==> src/rtl/pyrite_bpi_pkg.sv <==
// Shared types and default timing for the BPI flash bus-cycle sequencer.
package pyrite_bpi_pkg;

  typedef enum logic [2:0] {
    StIdle,
    StAddr,
    StSetup,
    StPulse,
    StHold
  } bpi_state_e;

  localparam int unsigned DefAdvCyc   = 2;
  localparam int unsigned DefSetupCyc = 1;
  localparam int unsigned DefRdCyc    = 8;
  localparam int unsigned DefWrCyc    = 4;
  localparam int unsigned DefHoldCyc  = 2;

  // The counter only ever holds N-1, so clog2 of the largest phase is enough.
  function automatic int unsigned cnt_width(input int unsigned adv, input int unsigned setup,
                                            input int unsigned rd, input int unsigned wr,
                                            input int unsigned hold);
    int unsigned m;
    m = adv;
    if (setup > m) m = setup;
    if (rd > m) m = rd;
    if (wr > m) m = wr;
    if (hold > m) m = hold;
    return (m > 1) ? $clog2(m) : 1;
  endfunction

endpackage

==> src/rtl/pyrite_bpi_flash_seq.sv <==
// Single-word read/write sequencer generating timed ce_n/adv_n/oe_n/we_n strobes for BPI flash.
module pyrite_bpi_flash_seq
  import pyrite_bpi_pkg::*;
#(
  parameter int unsigned FLASH_ADDR_W = 23,
  parameter int unsigned FLASH_DATA_W = 16,
  parameter int unsigned FLASH_RGN_W  = 1,
  parameter int unsigned ADV_CYC      = DefAdvCyc,
  parameter int unsigned SETUP_CYC    = DefSetupCyc,
  parameter int unsigned RD_CYC       = DefRdCyc,
  parameter int unsigned WR_CYC       = DefWrCyc,
  parameter int unsigned HOLD_CYC     = DefHoldCyc
) (
  input  logic                    clk,
  input  logic                    rst,
  input  logic                    cmd_valid,
  output logic                    cmd_ready,
  input  logic                    cmd_write,
  input  logic [FLASH_ADDR_W-1:0] cmd_addr,
  input  logic [FLASH_RGN_W-1:0]  cmd_region,
  input  logic [FLASH_DATA_W-1:0] cmd_wdata,
  output logic                    rsp_valid,
  output logic [FLASH_DATA_W-1:0] rsp_rdata,
  input  logic [FLASH_DATA_W-1:0] flash_dq_i,
  output logic [FLASH_DATA_W-1:0] flash_dq_o,
  output logic                    flash_dq_oe,
  output logic [FLASH_ADDR_W-1:0] flash_addr,
  output logic [FLASH_RGN_W-1:0]  flash_region,
  output logic                    flash_region_oe,
  output logic                    flash_ce_n,
  output logic                    flash_oe_n,
  output logic                    flash_we_n,
  output logic                    flash_adv_n
);

  localparam int unsigned CntW = cnt_width(ADV_CYC, SETUP_CYC, RD_CYC, WR_CYC, HOLD_CYC);
  typedef logic [CntW-1:0] cnt_t;

  function automatic cnt_t ld(input int unsigned n);
    return cnt_t'(n - 1);
  endfunction

  bpi_state_e              state_q, state_d;
  cnt_t                    cnt_q, cnt_d;
  logic                    write_q, write_d;
  logic [FLASH_DATA_W-1:0] wdata_q, wdata_d;
  logic                    cmd_ready_q, cmd_ready_d;
  logic                    rsp_valid_q, rsp_valid_d;
  logic [FLASH_DATA_W-1:0] rsp_rdata_q, rsp_rdata_d;
  logic [FLASH_DATA_W-1:0] dq_o_q, dq_o_d;
  logic                    dq_oe_q, dq_oe_d;
  logic [FLASH_ADDR_W-1:0] addr_q, addr_d;
  logic [FLASH_RGN_W-1:0]  region_q, region_d;
  logic                    region_oe_q, region_oe_d;
  logic                    ce_n_q, ce_n_d;
  logic                    oe_n_q, oe_n_d;
  logic                    we_n_q, we_n_d;
  logic                    adv_n_q, adv_n_d;

  always_comb begin
    state_d     = state_q;
    cnt_d       = cnt_q;
    write_d     = write_q;
    wdata_d     = wdata_q;
    cmd_ready_d = cmd_ready_q;
    rsp_valid_d = 1'b0;
    rsp_rdata_d = rsp_rdata_q;
    dq_o_d      = dq_o_q;
    dq_oe_d     = dq_oe_q;
    addr_d      = addr_q;
    region_d    = region_q;
    region_oe_d = region_oe_q;
    ce_n_d      = ce_n_q;
    oe_n_d      = oe_n_q;
    we_n_d      = we_n_q;
    adv_n_d     = adv_n_q;

    unique case (state_q)
      StIdle: begin
        if (cmd_valid && cmd_ready_q) begin
          write_d     = cmd_write;
          wdata_d     = cmd_wdata;
          addr_d      = cmd_addr;
          region_d    = cmd_region;
          region_oe_d = 1'b1;
          ce_n_d      = 1'b0;
          adv_n_d     = 1'b0;
          cmd_ready_d = 1'b0;
          cnt_d       = ld(ADV_CYC);
          state_d     = StAddr;
        end
      end
      StAddr: begin
        if (cnt_q == '0) begin
          adv_n_d = 1'b1;
          // Write data goes on the bus a full setup phase ahead of we_n.
          if (write_q) begin
            dq_o_d  = wdata_q;
            dq_oe_d = 1'b1;
          end
          cnt_d   = ld(SETUP_CYC);
          state_d = StSetup;
        end else begin
          cnt_d = cnt_q - cnt_t'(1);
        end
      end
      StSetup: begin
        if (cnt_q == '0) begin
          if (write_q) we_n_d = 1'b0;
          else         oe_n_d = 1'b0;
          cnt_d   = ld(write_q ? WR_CYC : RD_CYC);
          state_d = StPulse;
        end else begin
          cnt_d = cnt_q - cnt_t'(1);
        end
      end
      StPulse: begin
        if (cnt_q == '0) begin
          // Sampled without a synchronizer; RD_CYC must cover access time plus IO delay.
          if (!write_q) rsp_rdata_d = flash_dq_i;
          oe_n_d  = 1'b1;
          we_n_d  = 1'b1;
          cnt_d   = ld(HOLD_CYC);
          state_d = StHold;
        end else begin
          cnt_d = cnt_q - cnt_t'(1);
        end
      end
      StHold: begin
        if (cnt_q == '0) begin
          ce_n_d      = 1'b1;
          dq_oe_d     = 1'b0;
          region_oe_d = 1'b0;
          rsp_valid_d = 1'b1;
          cmd_ready_d = 1'b1;
          state_d     = StIdle;
        end else begin
          cnt_d = cnt_q - cnt_t'(1);
        end
      end
      default: state_d = StIdle;
    endcase
  end

  always_ff @(posedge clk) begin
    if (rst) begin
      state_q     <= StIdle;
      cnt_q       <= '0;
      write_q     <= 1'b0;
      wdata_q     <= '0;
      cmd_ready_q <= 1'b1;
      rsp_valid_q <= 1'b0;
      rsp_rdata_q <= '0;
      dq_o_q      <= '0;
      dq_oe_q     <= 1'b0;
      addr_q      <= '0;
      region_q    <= '0;
      region_oe_q <= 1'b0;
      ce_n_q      <= 1'b1;
      oe_n_q      <= 1'b1;
      we_n_q      <= 1'b1;
      adv_n_q     <= 1'b1;
    end else begin
      state_q     <= state_d;
      cnt_q       <= cnt_d;
      write_q     <= write_d;
      wdata_q     <= wdata_d;
      cmd_ready_q <= cmd_ready_d;
      rsp_valid_q <= rsp_valid_d;
      rsp_rdata_q <= rsp_rdata_d;
      dq_o_q      <= dq_o_d;
      dq_oe_q     <= dq_oe_d;
      addr_q      <= addr_d;
      region_q    <= region_d;
      region_oe_q <= region_oe_d;
      ce_n_q      <= ce_n_d;
      oe_n_q      <= oe_n_d;
      we_n_q      <= we_n_d;
      adv_n_q     <= adv_n_d;
    end
  end

  assign cmd_ready       = cmd_ready_q;
  assign rsp_valid       = rsp_valid_q;
  assign rsp_rdata       = rsp_rdata_q;
  assign flash_dq_o      = dq_o_q;
  assign flash_dq_oe     = dq_oe_q;
  assign flash_addr      = addr_q;
  assign flash_region    = region_q;
  assign flash_region_oe = region_oe_q;
  assign flash_ce_n      = ce_n_q;
  assign flash_oe_n      = oe_n_q;
  assign flash_we_n      = we_n_q;
  assign flash_adv_n     = adv_n_q;

endmodule

==> config.mk <==
export PLATFORM = sky130hd
export DESIGN_NAME = pyrite_bpi_flash_seq
export DESIGN_NICKNAME = d
export VERILOG_FILES = /design/src/rtl/pyrite_bpi_pkg.sv /design/src/rtl/pyrite_bpi_flash_seq.sv
export SDC_FILE = /design/constraint.sdc
export NUM_CORES = 1
export LEC_CHECK = 0
export CAP_MARGIN = 40
export CORE_MARGIN = 5
export CORE_UTILIZATION = 25
export DETAILED_ROUTE_END_ITERATION = 7
export MAX_ROUTING_LAYER = met4
export PLACE_DENSITY_LB_ADDON = 0.3
export SETUP_SLACK_MARGIN = 0.3
export SYNTH_ARGS = -nofsm -noshare
export SYNTH_HDL_FRONTEND = slang
export SYNTH_SLANG_ARGS = --single-unit
==> constraint.sdc <==
create_clock -name clk -period 2.93 [get_ports clk]
set_clock_uncertainty 0.15 [all_clocks]
set_input_delay 0.586 -clock clk [delete_from_list [all_inputs] [get_ports clk]]
set_output_delay 0.586 -clock clk [all_outputs]
set_load 0.02 [all_outputs]
# == Yosys cells after proc, flatten, opt, wreduce, memory -nomap -nowiden ==
# Cells that the tools add are included.
# totals
inputBits,60
regBits,86
wordCells,80
# classes
n_eq_ne,13
muxes,29
n_bitwise,2
addsub,2
n_reduce_logical,19
# ops
op,n
$mux 3,10
$pmux 3 s5,2
$ne 2x2->1 const B,9
$reduce_and 3->1,5
$pmux 1 s2,6
$reduce_and 4->1,3
$mux 1,11
$reduce_bool 2->1,4
$eq 3x2->1 const B,2
$logic_not 3->1,2
$sub 3x1->3 const B,2
$reduce_and 5->1,1
$reduce_bool 5->1,1
$eq 3x1->1 const B,1
$eq 3x3->1 const B,1
$not 1->1,2
$reduce_and 2->1,1
$reduce_or 2->1,1
$logic_and 1x1->1,1

# == Depth between registers and ports, before layout ==
# logic_depth
depth_word,4
mapped_depth,9
ltp_nobuf,6

# == Worst setup path before layout ==
# OpenSTA, ideal clock, no wires.
# synth_timing
path_type,input to register
startpoint,input cmd_valid
endpoint,"register adv_n_q, in the netlist flash_adv_n"
arrival_ps,1559
n_path_buf,1
slack_ps,1099
required_time_ps,2658
cell_stages,4
cell_sequence,nand2_1 > or4_4 > buf_6 > a221o_1
# synth_via
elab_chain_cells,3
# synth_lines
element,line_no,source
start: declaration,pyrite_bpi_flash_seq.sv:16,"input logic cmd_valid,"
$logic_and 1x1->1,pyrite_bpi_flash_seq.sv:80,if (cmd_valid && cmd_ready_q) begin
$ne 2x2->1 (no source line),-,
$reduce_and 3->1 (no source line),-,
end signal: assignment,pyrite_bpi_flash_seq.sv:179,adv_n_q <= adv_n_d;
end: declaration,pyrite_bpi_flash_seq.sv:58,"logic adv_n_q, adv_n_d;"
# Every way passes these cells.
# A chain may end at the register's enable or synchronous reset.

# == Worst setup path after layout ==
# layout_timing
startpoint,input cmd_valid
endpoint,"register addr_q[16], in the netlist flash_addr[16]"
# layout_via
elab_chain_cells,2
# layout_lines
element,line_no,source
$logic_and 1x1->1,pyrite_bpi_flash_seq.sv:80,
$reduce_and 2->1 (no source line),-,
end signal: assignment,pyrite_bpi_flash_seq.sv:173,addr_q <= addr_d;
end: declaration,pyrite_bpi_flash_seq.sv:52,"logic [FLASH_ADDR_W-1:0] addr_q, addr_d;"
# Every way passes these cells.

==> flow_metrics.py <==
metrics = {
    "drt": {
        "drt_pass1_iterations": 4,
        "wire_per_inst_um": 13.2,
        "via_per_inst": 4.34,
        "wl_um": 8830,
        "antenna_left": 0,
        "drc": 0,
        "drtIter0Drc": 174,
        "vias": 2904,
    },
    "grt": {
        "grt_antenna_before_repair": 0,
        "grt_pass1_wl_um": 14000,
        "grt_util_all_layers": 0.121,
        "grt_start_max_net_pins": 47,
        "grt_overflow": 0,
        "grt_use_met3": 0.0361,
        "grt.met1_usage": 0.143,
        "first_global_vias": 2853,
        "grt_util_met2": 0.187,
        "gr-max-usage-layer": "met2",
    },
    "sta": {
        "clock.fmax_mhz": 466,
        "finalSetupViolCount": 0,
        "final.period_utilization": 0.733,
        "slew_headroom": 0.559,
        "finalMaxSlewViolations": 0,
        "rsz0062_at_grt": "no",
        "hold_violations": 0,
        "tightest_slew_ns": 0.662,
        "period_needed_ns": 2.15,
        "setup_tns_ns": 0,
    },
    "clock_network": {
        "postCtsSetupBuffers": 0,
        "cts_buffer_depth": 2,
        "cts_sinks": 86,
        "clk_pin_slew_ns": 0.06,
        "clock_latency_ns": 0.34,
        "numCtsBuffers": 9,
        "postCtsResizedCells": 0,
        "hold_buffers": 0,
        "cts-htree-levels": 3,
        "cts_tree": "yes",
        "cts-root-buf": "clkbuf_16",
    },
    "power": {
        "power_density_nw_per_um2": 803,
        "ir_worst_vdd_v": 0.000291,
        "p_leak_nw": 1.82,
    },
    "logic_synthesis": {
        "avgSynthCellArea_um2": 8.46,
        "synth_area_um2": 3210,
        "ys_seq_elements": 86,
        "ys_warn_count": 0,
        "syn_nets": 442,
        "synthCells": 380,
        "yosysSeqAreaShare": 0.536,
        "netlist-cell-type-count": 36,
    },
    "placement": {
        "dp_cells": 653,
        "io_buffers": 123,
        "dp_hpwl_um": 6290,
        "place_congestion": 0.783,
    },
    "worst_hold_path": {
        "hp-start": "wdata_q[2]$_SDFFE_PP0P_",
        "min_path_cells": 2,
        "min_to": "flash_dq_o[2]$_SDFFE_PP0P_",
        "hold_path_class": "register to register",
    },
    "flow_run": {
        "maxCapViolations": 0,
    },
    "floorplanning": {
        "coreArea_um2": 12600,
        "die_w_um": 123,
        "initial_core_util": 0.255,
        "die_area_um2": 15200,
        "rows": 41,
        "die_h_um": 123,
        "io_pins": 124,
    },
    "critical_path": {
        "max_stage_delay_ns": 0.63,
        "required_ns": 3.00,
        "cp_slowest_cell": "or4_4",
        "rr_worst_depth": 6,
        "crit_chain": "clkdlybuf4s50_1, nand2_1, or4_4, buf_4, nand2_1, a21oi_1",
        "endpoint_kind": "register",
        "arrival_ns": 2.21,
        "crit_buf_inv": 2,
        "crit_fanout": 30,
        "reg2reg_from": "cnt_q[0]$_SDFFE_PP0P_",
        "cp_common_cell": "nand2_1",
        "ff2ff_setup_slack_ns": 0.78,
        "crit_family": "simple AND/OR/NAND/NOR gates",
        "startpoint_type": "input pin",
        "timing.rr.end": "flash_dq_o[11]$_SDFFE_PP0P_",
        "worstSetupPathType": "input pin to register",
    },
    "status": {
        "status": "finished, final reports clean",
    },
    "final_layout": {
        "syn2layout_area_growth_pct": 50.9,
        "fill_cells": 1323,
        "nets": 554,
        "drive_gt1_frac": 0.0563,
        "diodes": 0,
        "final-instance-count-excl-fill": 669,
        "multiInputGateArea_um2": 1330,
        "seqCellArea_um2": 1720,
    },
}
==> cell type report <==
class / count / area share
timing repair buffer: 129 / 0.265
multi-input combinational: 263 / 0.274
sequential: 86 / 0.355
inverter: 3 / 0.00232
clock inverter: 4 / 0.00645
tap: 172 / 0.0444
clock buffer: 12 / 0.0529
==> through the flow <==
stage	cell area, µm²	worst slack (ns)	util	power [mW]	hold slack (ns)
2_1_floorplan	3210	1.10	-	2.38	0.282
3_3_place_gp	4560	0.457	0.361	2.83	0.280
3_5_place_dp	4560	0.423	0.361	2.86	0.292
4_1_cts	4850	0.750	0.384	3.96	0.300
5_1_grt	4850	0.556	0.384	4.16	0.317
6_report	4850	0.782	0.384	3.89	0.297
==> metal layers <==
layer	wire (µm)	vias to the layer above
li1	-	1481
met1	3850	1320
met2	4110	85
met3	644	18
met4	216	0
met5	0	-
==> worst reg2reg max path, delay by kind of cell, from the launching register on <==
family	cells	cell delay [ns]
AO/OA/AOI/OAI	1	0.15
adder cells (fa/ha/maj)	1	0.27
buffers and inverters	1	0.14
flip-flops	1	0.30
AND/OR/NAND/NOR	3	1.07
==> synthesized netlist by cell type <==
cell	number	area share
a221o_1	4	0.012
a2111oi_0	1	0.0027
nand2_1	121	0.14
xnor2_1	2	0.0055
nand3_1	2	0.0031
or4b_2	1	0.0031
nand2b_1	1	0.0019
a21boi_0	1	0.0023
nor3b_1	1	0.0023
nor4_1	1	0.0019
a31oi_1	1	0.0019
buf_6	3	0.011
nor2b_1	3	0.0058
a21oi_1	63	0.098
a211oi_1	2	0.0047
inv_1	3	0.0035
mux2i_1	16	0.050
or4_4	1	0.0035
a32oi_1	1	0.0027
ha_1	2	0.0078
o21ai_0	4	0.0062
nor2_2	1	0.0019
o211ai_1	1	0.0023
buf_4	2	0.0047
and3_1	1	0.0019
and3b_1	1	0.0027
buf_2	13	0.020
and2_1	1	0.0019
nor4_4	1	0.0066
nor3_1	1	0.0016
o21bai_1	1	0.0023
nor2_1	25	0.029
clkbuf_1	10	0.012
and4bb_2	1	0.0039
nand2_2	1	0.0019
dfxtp_1	86	0.54
==> cell families (layout without fill, tap and decap cells) <==
group / Yosys count / count (layout) / synth area share
and+or+nand+nor: 164 / 164 / 0.215
DFF: 86 / 86 / 0.536
AOI/OAI and AO/OA: 79 / 79 / 0.136
buffers and inverters: 31 / 148 / 0.0506
muxes: 16 / 16 / 0.0498
adders and majority gates: 2 / 2 / 0.00778
xor gates and xnor gates: 2 / 2 / 0.00545
==> sequential cells by signal, indices dropped and copies added, names as in the netlist <==
register and count:
flash_dq_oe 1, rsp_valid 1, wdata_q 16, flash_adv_n 1, flash_region_oe 1, write_q 1
state_q 3, rsp_rdata 16, flash_region 1, flash_dq_o 16, flash_addr 23, flash_we_n 1
flash_oe_n 1, flash_ce_n 1, cnt_q 3
==> worst max path at each step <==
| stage | startpoint | to | slack [ns] | cells past startpoint |
|---|---|---|---|---|
| after detailed placement | cmd_valid | flash_addr[14]$_SDFFE_PP0P_ | 0.42 | 6 |
| after global placement | cmd_valid | flash_addr[14]$_SDFFE_PP0P_ | 0.46 | 6 |
| after CTS | cnt_q[0]$_SDFFE_PP0P_ | flash_dq_o[11]$_SDFFE_PP0P_ | 0.75 | 6 |
| after floorplan | cmd_valid | flash_adv_n$_SDFFE_PP1P_ | 1.10 | 4 |
| after global routing | cnt_q[0]$_SDFFE_PP0P_ | flash_dq_o[1]$_SDFFE_PP0P_ | 0.56 | 6 |
| final | cmd_valid | flash_addr[16]$_SDFFE_PP0P_ | 0.78 | 6 |
==> placed cells by master (no fill, tap or decap), types with 4 or more instances in the layout <==
cell type        instances
clkbuf_16                9
a21oi_1                 63
buf_4                    5
a221o_1                  4
nand2_1                121
o21ai_0                  4
mux2i_1                 16
nor2_1                  25
clkdlybuf4s50_1        122
dfxtp_1                 86
==> power breakdown <==
group	internal, mW	switching, mW	leakage (nW)
registers	1.37	0.162	0.700
clock network	0.622	0.453	0.131
logic	0.571	0.718	0.986
total	2.56	1.33	1.82
Note: power is estimated with default switching activity, not from simulation.
